[src/rtl/descramble_multi_pkg.sv]
// Shared constants and types for the multi-lane 100BASE-TX descrambler.
// LFSR is x^11 + x^9 + 1; taps are indices into the 11-bit state register.
package descramble_multi_pkg;

    localparam int unsigned LFSR_WIDTH = 11;
    localparam int unsigned TAP_A      = 8;
    localparam int unsigned TAP_B      = 10;

    localparam int unsigned DEF_CONSECUTIVE_IDLES = 29;
    localparam int unsigned DEF_UNLOCK_CYCLES     = 45125;
    localparam int unsigned DEF_JUMBO_CYCLES      = 72000;
    localparam int unsigned DEF_TEST_CYCLES       = 625;

    typedef logic [LFSR_WIDTH-1:0] lfsr_t;

    typedef enum logic [1:0] {
        TmoNormal,
        TmoJumbo,
        TmoTest
    } tmo_sel_t;

    function automatic int unsigned max3(input int unsigned a, input int unsigned b,
                                         input int unsigned c);
        int unsigned m;
        m = (a > b) ? a : b;
        return (m > c) ? m : c;
    endfunction

endpackage

[src/rtl/descramble_multi_step.sv]
// Combinational single-bit descrambler step: one LFSR advance for one received bit.
// While unlocked the state is fed from the line (self-sync); once locked it free-runs.
module descramble_step
    import descramble_multi_pkg::*;
(
    input  logic [LFSR_WIDTH-1:0] s,
    input  logic                  b,
    input  logic                  locked,
    output logic [LFSR_WIDTH-1:0] s_next,
    output logic                  d,
    output logic                  is_one
);

    logic k;

    assign k      = s[TAP_A] ^ s[TAP_B];
    assign d      = b ^ k;
    assign is_one = d;
    assign s_next = {s[LFSR_WIDTH-2:0], locked ? k : ~b};

endmodule

[src/rtl/descramble_multi.sv]
// 100BASE-TX receive descrambler taking up to LANES bits per clock (MSB first),
// with idle-run lock detection and a mode-selectable unlock timeout.
module descramble_multi
    import descramble_multi_pkg::*;
#(
    parameter int unsigned LANES             = 2,
    parameter int unsigned CONSECUTIVE_IDLES = DEF_CONSECUTIVE_IDLES,
    parameter int unsigned UNLOCK_CYCLES     = DEF_UNLOCK_CYCLES,
    parameter int unsigned JUMBO_CYCLES      = DEF_JUMBO_CYCLES,
    parameter int unsigned TEST_CYCLES       = DEF_TEST_CYCLES,
    localparam int unsigned CW               = $clog2(LANES + 1)
) (
    input  logic             clk,
    input  logic             rst_n,
    input  logic [LANES-1:0] scrambled,
    input  logic [CW-1:0]    scrambled_count,
    input  logic             signal_status,
    input  logic             test_mode,
    input  logic             jumbo_mode,
    output logic [LANES-1:0] descrambled,
    output logic [CW-1:0]    descrambled_count,
    output logic             locked,
    output logic             lock_lost
);

    localparam int unsigned TW = $clog2(max3(UNLOCK_CYCLES, JUMBO_CYCLES, TEST_CYCLES) + 1);
    localparam int unsigned RW = $clog2(CONSECUTIVE_IDLES + 1);

    lfsr_t            lfsr_q;
    logic [RW-1:0]    run_q, run_d;
    logic             relock_q, relock_d;
    logic [TW-1:0]    timer_q, timer_d;
    logic             locked_q, locked_d;
    logic             lock_lost_q;
    logic [LANES-1:0] descrambled_q;
    logic [CW-1:0]    count_q;

    logic [CW-1:0]    count_eff;
    lfsr_t            chain [LANES+1];
    logic [LANES-1:0] valid, d_raw, one_bits, d_gated;
    tmo_sel_t         tmo_sel;

    assign count_eff = (scrambled_count > CW'(LANES)) ? CW'(LANES) : scrambled_count;
    assign chain[0]  = lfsr_q;

    // Stage i handles the i-th bit in time order, i.e. input position LANES-1-i.
    for (genvar i = 0; i < LANES; i++) begin : g_stage
        lfsr_t s_step;

        assign valid[i] = (count_eff > CW'(i));

        descramble_step u_step (
            .s      (chain[i]),
            .b      (scrambled[LANES-1-i]),
            .locked (locked_q),
            .s_next (s_step),
            .d      (d_raw[i]),
            .is_one (one_bits[i])
        );

        assign chain[i+1]          = valid[i] ? s_step : chain[i];
        assign d_gated[LANES-1-i]  = valid[i] & d_raw[i];
    end

    // Idle-run counter; wraps to 0 on each completed run so sustained idle re-triggers.
    always_comb begin
        run_d    = run_q;
        relock_d = 1'b0;
        for (int i = 0; i < LANES; i++) begin
            if (valid[i]) begin
                if (one_bits[i]) begin
                    if (run_d == RW'(CONSECUTIVE_IDLES - 1)) begin
                        run_d    = '0;
                        relock_d = 1'b1;
                    end else begin
                        run_d = run_d + 1'b1;
                    end
                end else begin
                    run_d = '0;
                end
            end
        end
    end

    assign tmo_sel = test_mode ? TmoTest : (jumbo_mode ? TmoJumbo : TmoNormal);

    always_comb begin
        timer_d = timer_q;
        if (relock_q) begin
            case (tmo_sel)
                TmoTest:  timer_d = TW'(TEST_CYCLES);
                TmoJumbo: timer_d = TW'(JUMBO_CYCLES);
                default:  timer_d = TW'(UNLOCK_CYCLES);
            endcase
        end else if (timer_q != '0) begin
            timer_d = timer_q - 1'b1;
        end
        if (!signal_status) begin
            timer_d = '0;
        end
    end

    assign locked_d = (timer_d != '0);

    always_ff @(posedge clk or negedge rst_n) begin
        if (!rst_n) begin
            lfsr_q        <= '0;
            run_q         <= '0;
            relock_q      <= 1'b0;
            timer_q       <= '0;
            locked_q      <= 1'b0;
            lock_lost_q   <= 1'b0;
            descrambled_q <= '0;
            count_q       <= '0;
        end else begin
            if (count_eff != '0) begin
                descrambled_q <= d_gated;
            end
            count_q     <= count_eff;
            timer_q     <= timer_d;
            locked_q    <= locked_d;
            lock_lost_q <= locked_q & ~locked_d;
            if (!signal_status) begin
                lfsr_q   <= '0;
                run_q    <= '0;
                relock_q <= 1'b0;
            end else begin
                lfsr_q   <= chain[LANES];
                run_q    <= run_d;
                relock_q <= relock_d;
            end
        end
    end

    assign descrambled       = descrambled_q;
    assign descrambled_count = count_q;
    assign locked            = locked_q;
    assign lock_lost         = lock_lost_q;

endmodule
[config.mk]
export PLATFORM = sky130hd
export DESIGN_NAME = descramble_multi
export DESIGN_NICKNAME = d
export VERILOG_FILES = /design/src/rtl/descramble_multi_pkg.sv /design/src/rtl/descramble_multi_step.sv /design/src/rtl/descramble_multi.sv
export SDC_FILE = /design/constraint.sdc
export NUM_CORES = 1
export LEC_CHECK = 0
export BUFFER_PORTS_ARGS = -buffer_cell sky130_fd_sc_hd__buf_4
export CAP_MARGIN = 40
export CORE_ASPECT_RATIO = 2
export CORE_UTILIZATION = 45
export CTS_CLUSTER_DIAMETER = 60
export DETAILED_ROUTE_END_ITERATION = 8
export HOLD_SLACK_MARGIN = 0.06
export SETUP_SLACK_MARGIN = 0.05
export SYNTH_ARGS = -nofsm -noshare
export SYNTH_HDL_FRONTEND = slang
export SYNTH_SLANG_ARGS = --single-unit
[constraint.sdc]
create_clock -name clk -period 4.72 [get_ports clk]
set_input_delay 0.944 -clock clk [delete_from_list [all_inputs] [get_ports clk]]
set_output_delay 0.944 -clock clk [all_outputs]
set_load 0.05 [all_outputs]
==> Word-level counts from Yosys, hierarchy flattened <==
Index checks and enable logic that the tools add are counted.
{ "totals": {"regBits": 40, "output_inout_bits": 6, "word_cells": 57, "input_bits": 9} }
{ "classes": {"bitwise": 10, "n_eq_ne": 4, "muxes": 26, "n_addsub": 3, "n_reduce_logical": 3, "order_cmp": 3} }
{ "op_table": {"columns": ["cell", "count"], "rows": [
  ["$mux 17", 3],
  ["$mux 5", 7],
  ["$pmux 17 s2", 1],
  ["$reduce_bool 17->1", 2],
  ["$mux 11", 3],
  ["$sub 17x1->17 const B", 1],
  ["$add 5x1->5 const B", 2],
  ["$eq 5x5->1 const B", 2],
  ["$mux 1", 10],
  ["$gt 2x1->1 const B", 2],
  ["$mux 2", 2],
  ["$xor 1x1->1", 4],
  ["$and 1x1->1", 3],
  ["$not 1->1", 3],
  ["$eq 2x1->1 const B", 1],
  ["$eq 2x2->1 const B", 1],
  ["$gt 2x2->1 const B", 1],
  ["$reduce_bool 2->1", 1]
]} }

==> Longest topological paths before layout <==
{ "depth": {"word_depth": 9, "depth_mapped": 11, "ltp_nobuf": 11} }

==> Cells and area by module <==
Synthesis repeated with hierarchy kept, for this count alone.
{ "hier_totals": {"cells_unflattened": 283, "hier_area_um2": 2638.8} }
{ "modules_own_cells": {"columns": ["mod", "area_each_um2", "cells_each", "n_inst", "seq_area_each_um2"], "rows": [
  ["descramble_multi", 2418.6, 255, 1, 1001.0],
  ["descramble_step", 110.1, 14, 2, 0.0]
]} }

==> Worst setup path after synthesis <==
Ideal clock, no wire load.
{ "synth_timing": {"path_kind": "input -> register", "start": "input port scrambled_count[0]", "end": "register run_q[3]", "path_buffers": 2, "stages": 10, "slack_ns": 1.859, "setup_ns": 0.132, "t_required_ns": 4.588, "arrival_time_ns": 2.729, "path_cell_list": "clkbuf_1 > nor2_1 > clkbuf_1 > nor2_1 > a22oi_1 > ha_1 > or4b_1 > nand2_1 > o22a_1 > nor2_1"} }
{ "synth_via": {"elab_chain_len": 9, "word_cells_on_any_way": 14, "cone_classes": "add/sub (1); order compare (3); eq/ne (1); mux (7); bitwise (2)"} }
{ "synth_lines": {"columns": ["item", "line_no", "source"], "rows": [
  ["from (decl)", "descramble_multi.sv:16", "input logic [CW-1:0] scrambled_count,"],
  ["$gt 2x2->1", "descramble_multi.sv:43", "assign count_eff = (scrambled_count > CW'(LANES)) ? CW'(LANES) : scrambled_count;"],
  ["$mux 2 *", "descramble_multi.sv:43", null],
  ["$gt 2x1->1", "descramble_multi.sv:50", "assign valid[i] = (count_eff > CW'(i));"],
  ["$mux 5 / $mux 11 (equally long branches)", "descramble_multi.sv:70, descramble_multi.sv:61", null],
  ["$add 5x1->5, or another cell as far along", "descramble_multi.sv:76", "run_d = run_d + 1'b1;"],
  ["$mux 5 / $xor 1x1->1 (equally long branches)", "descramble_multi.sv:72, descramble_multi_step.sv:17", null],
  ["$mux 5", "descramble_multi.sv:71", "if (one_bits[i]) begin"],
  ["$mux 5 *", "descramble_multi.sv:70", "if (valid[i]) begin"],
  ["$mux 5 *", "descramble_multi.sv:123", "if (!signal_status) begin"],
  ["to (signal assigned)", "descramble_multi.sv:129", "run_q <= run_d;"],
  ["to (decl)", "descramble_multi.sv:30", "logic [RW-1:0] run_q, run_d;"]
]} }
Every way passes the cells marked *; elsewhere a longest branch is shown, timed or not.
A chain may end at the register's enable or synchronous reset.

==> Final worst setup path <==
{ "layout_timing": {"start": "register timer_q[0]", "end": "register locked_q (netlist: locked)"} }
{ "layout_via": {"elab_chain_len": 5, "word_cells_on_any_way": 6, "cone_classes": "add/sub (1); mux (3); reduce/logical (2)"} }
{ "layout_lines": {"columns": ["item", "line_no", "source"], "rows": [
  ["from (decl)", "descramble_multi.sv:32", "logic [TW-1:0] timer_q, timer_d;"],
  ["from (signal assigned)", "descramble_multi.sv:120", "timer_q <= timer_d;"],
  ["$sub 17x1->17 / $reduce_bool 17->1 (equally long branches)", "descramble_multi.sv:96, descramble_multi.sv:95", null],
  ["$mux 17 *", "descramble_multi.sv:95", "end else if (timer_q != '0) begin"],
  ["$mux 17 *", "descramble_multi.sv:89", "if (relock_q) begin"],
  ["$mux 17 *", "descramble_multi.sv:98", "if (!signal_status) begin"],
  ["$reduce_bool 17->1 *", "descramble_multi.sv:103", "assign locked_d = (timer_d != '0);"],
  ["via locked_d", "descramble_multi.sv:33", "logic locked_q, locked_d;"],
  ["to (signal assigned)", "descramble_multi.sv:121", "locked_q <= locked_d;"],
  ["to (decl)", "descramble_multi.sv:33", null]
]} }
Mark *: on every way through the listed nets, which the timed path passes. The rest lies on a longest branch.

==> summary.txt <==
GRT
  – Pin count of the biggest net entering global routing: 41
  – Grt ovf: 0
  – Initial antenna violation count: 0
  – Wire length of the first global-routing pass: 9.72 mm
  – Overall track demand over capacity in global routing: a little under a quarter
  – Vias in the first global route: around 2000

Route
  – Number of remaining DRC errors: 0
  – Wire length reported by the detailed router: slightly above 6 mm
  – Number of iterations in the first detailed-routing pass: 4
  – Number of vias per cell: 5.96
  – Detailed router's first-iteration violation count: 35
  – Antenna Violating Nets Remaining: 0
  – DR WL/cell: 17.9 um
  – Total number of vias: 2027

Floorplan
  – Die height: about 110 um
  – Effective utilization at floorplan: 46.4%
  – I/O pin count: 15
  – Die width: 54.8 um
  – Number of standard-cell rows in the floorplan: 38
  – Overall die area: between 5000 and 6000 um^2
  – Area of the core region: 5420 um^2

Cells and area
  – Area growth from synthesis to layout: 9.11%
  – Footprint of the multi-input gates: 1390 um^2
  – Layout Cell Area excl Fill: 2740 um^2
  – Number of nets in the finished design: around 290
  – Layout filler cell count: 561
  – Storage cell area: 1000 um^2
  – Ratio of cells with drive above 1 in the final layout: 14.3%
  – Count of antenna diodes in the layout: 0
  – Number of cells in the finished layout apart from fillers: 340

Yosys
  – Post-synthesis net count: 284
  – Cell variety after synth: 62
  – Fraction of synthesis flops using an asynchronous set or reset pin: 100%
  – Mean Syn Cell Area: 9.34 um^2
  – Cell area after technology mapping: 2510 um^2
  – Synthesis-stage register bit count: 40
  – Predominant post-synthesis flop cell: sky130_fd_sc_hd__dfrtp_1
  – Post-synth EDFFs: 0
  – Post-synthesis instance total: 269
  – Sequential area share after synthesis: 39.8%
  – Count of yosys warnings during synthesis: 0

STA
  – Final count of hold timing violations: 0
  – Hold Worst Slack: 0.511 ns
  – Worst setup skew after layout: 0.00559 ns
  – Final max-slew violation count: 0
  – Slew @ Worst Pin: ~0.7 ns
  – Setup violation total in the final timing report: 0
  – Setup repair after global routing missed its margin: false
  – Accumulated negative setup slack: 0 ns
  – Tmin final: 3.13 ns
  – Final clock period utilization by the worst path: 66.4%
  – Max Freq: 0.319 GHz
  – Relative slew margins: 53.3%

Power
  – Power density over the cells: between 500 and 600 nW/um^2
  – Maximum resistive drop on vdd: 0.000397 V
  – LEAKAGE: 1.23 nW

CTS
  – TritonCTS Buffers: 5
  – Clock Tree Root: sky130_fd_sc_hd__clkbuf_8
  – Worst-Skew Late Latency: 0.29 ns
  – Post-CTS clock slew at the launch and capture registers of the worst setup and hold paths: 0.08 ns
  – Clk buf depth: 2
  – Setup fix buffers added after clock tree synthesis: 0
  – Number of clock sinks: 40
  – Clock tree from TritonCTS: yes
  – # hold bufs at CTS: 0
  – Number of H-tree levels: 2
  – Cells resized by post-CTS repair: 0

Setup path
  – Worst setup path class: flip-flop to flip-flop
  – Launching element type of the critical path: flip-flop
  – Delay of the slowest cell on the worst path: ~0.50 ns
  – Critical Path, Cell by Cell: inv_1, ha_1, nor4b_1, nand4_1, nor2_1, o211ai_1, o41ai_4, nand4b_1, or3_1
  – Crit path DAT: 3.31 ns
  – Critical-path maximum fanout: 12
  – Required time at the endpoint of the critical path: approximately 4.9 ns
  – Critical Path Slowest Stage Cell: sky130_fd_sc_hd__nand4_1
  – Endpoint kind of the worst setup timing path: flip-flop

Worst hold path
  – Hold Crit Class: flip-flop to flip-flop

Placement
  – Number of buffer cells added on primary ports: 14
  – Area after DPL: 2630 um^2
  – Placed wire-length estimate: 4.59 mm
  – Inst Count DP: 332
  – Gp weighted congestion: 0.850

Run status
  – Status: complete, no violations

Flow run
  – Max-Cap Viols: 0
-- cells by family (layout without fill, tap and decap cells) --
| family | Yosys count | count (layout) | share of synthesized area [%] |
|---|---|---|---|
| mux | 14 | 14 | 5.58 |
| flops | 40 | 40 | 39.8 |
| xor+xnor | 14 | 14 | 5.43 |
| fa+ha+maj | 6 | 6 | 2.99 |
| compound gates | 60 | 60 | 17.7 |
| simple gates | 108 | 108 | 23.6 |
| buf+inv | 27 | 38 | 4.88 |
-- cell type report --
cell class	instances	share of cell area, %
clock buffers	6	2.65
clock inverters	2	1.28
inverters	15	2.05
multi-input cells	202	50.7
flip-flops and latches	40	36.5
well taps	60	2.74
repair buffers	15	4.11
-- registers in the layout, summed over array words and instances, names as in the netlist --
name               count
descrambled            2
descrambled_count      2
lfsr_q                11
lock_lost              1
locked                 1
relock_q               1
run_q                  5
timer_q               17
-- power breakdown --
part	leakage, nW	total, W	internal, W	switching [W]
clock network	0.0552	0.000279	0.000157	0.000122
registers	0.534	0.000514	0.000415	0.0000982
logic	0.643	0.000789	0.000328	0.000461
-- worst max-delay path: cells and delay by family, from the launching register on --
kind	cells	cell delay (ns)
simple gates	5	1.67
compound gates	2	0.48
flops	1	0.47
fa+ha+maj	1	0.22
buf+inv	1	0.18
-- per-stage QoR --
stage	total power, W	utilization [%]	setup slack, ns
finish	0.00158	50.6	1.59
global route	0.00169	50.6	1.44
CTS	0.00159	50.6	1.61
detailed placement	0.00130	48.6	1.46
global placement	0.00130	48.6	1.50
floorplan	0.00111	-	1.86
-- layout by cell type, fill, tap and decap left out, types with 3 or more instances in the layout --
cell,count
sky130_fd_sc_hd__a211oi_1,5
sky130_fd_sc_hd__a21oi_1,18
sky130_fd_sc_hd__and2_1,5
sky130_fd_sc_hd__buf_4,15
sky130_fd_sc_hd__clkbuf_8,5
sky130_fd_sc_hd__dfrtp_1,40
sky130_fd_sc_hd__ha_1,6
sky130_fd_sc_hd__inv_1,14
sky130_fd_sc_hd__mux2i_1,14
sky130_fd_sc_hd__nand2_1,14
sky130_fd_sc_hd__nand3_1,6
sky130_fd_sc_hd__nor2_1,39
sky130_fd_sc_hd__nor3_1,5
sky130_fd_sc_hd__nor4_1,5
sky130_fd_sc_hd__nor4b_1,5
sky130_fd_sc_hd__o21ai_0,9
sky130_fd_sc_hd__o22a_1,3
sky130_fd_sc_hd__or2_2,3
sky130_fd_sc_hd__or3_1,3
sky130_fd_sc_hd__or4_1,4
sky130_fd_sc_hd__xnor2_1,7
sky130_fd_sc_hd__xor2_1,6
-- per-layer routing --
metal / global-route usage (%) / part of all wire (%)
met2: 44.8 / 60
met1: 22.8 / 37
met3: 3.53 / 1.6
met4: 9.34 / 1.9
met5: 0 / 0
-- path summary, 6_finish.rpt --
path	cells after the start	from	end	slack (ns)
max in group asynchronous	1	rst_n	lfsr_q[4]$_DFF_PN0_	3.72
min reg2reg	2	descrambled[1]$_DFFE_PN0N_	descrambled[1]$_DFFE_PN0N_	0.51
min in group asynchronous	1	rst_n	timer_q[8]$_DFF_PN0_	0.62
max	9	timer_q[0]$_DFF_PN0_	locked$_DFF_PN0_	1.59
min	2	descrambled[1]$_DFFE_PN0N_	descrambled[1]$_DFFE_PN0N_	0.51
max reg2reg	9	timer_q[0]$_DFF_PN0_	locked$_DFF_PN0_	1.59
-- synth_stat cells, drive strengths merged, types with 2 or more instances --
master / n / area, um^2
buf: 4 / 26.3
nor2: 39 / 146
nand4: 2 / 12.5
a31oi: 2 / 18.8
inv: 14 / 52.6
or2: 3 / 18.8
dfrtp: 40 / 1000
a21oi: 19 / 98.9
mux2i: 14 / 140
a21boi: 2 / 15.0
nor4: 6 / 43.8
o21ai: 10 / 50.0
and3: 2 / 13.8
a22oi: 2 / 15.0
or3: 5 / 37.5
a211oi: 5 / 37.5
a221oi: 2 / 17.5
nor3b: 3 / 27.5
nand4b: 2 / 17.5
a31o: 2 / 17.5
ha: 6 / 75.1
clkbuf: 8 / 40.0
and2: 5 / 31.3
nand2: 14 / 52.6
or4: 5 / 41.3
xnor2: 7 / 61.3
nor4b: 6 / 58.8
xor2: 6 / 52.6
a311oi: 2 / 17.5
nand3: 6 / 30.0
nor2b: 2 / 12.5
o22a: 3 / 26.3
nor3: 5 / 25.0
Power figures use the tool's default switching activity.
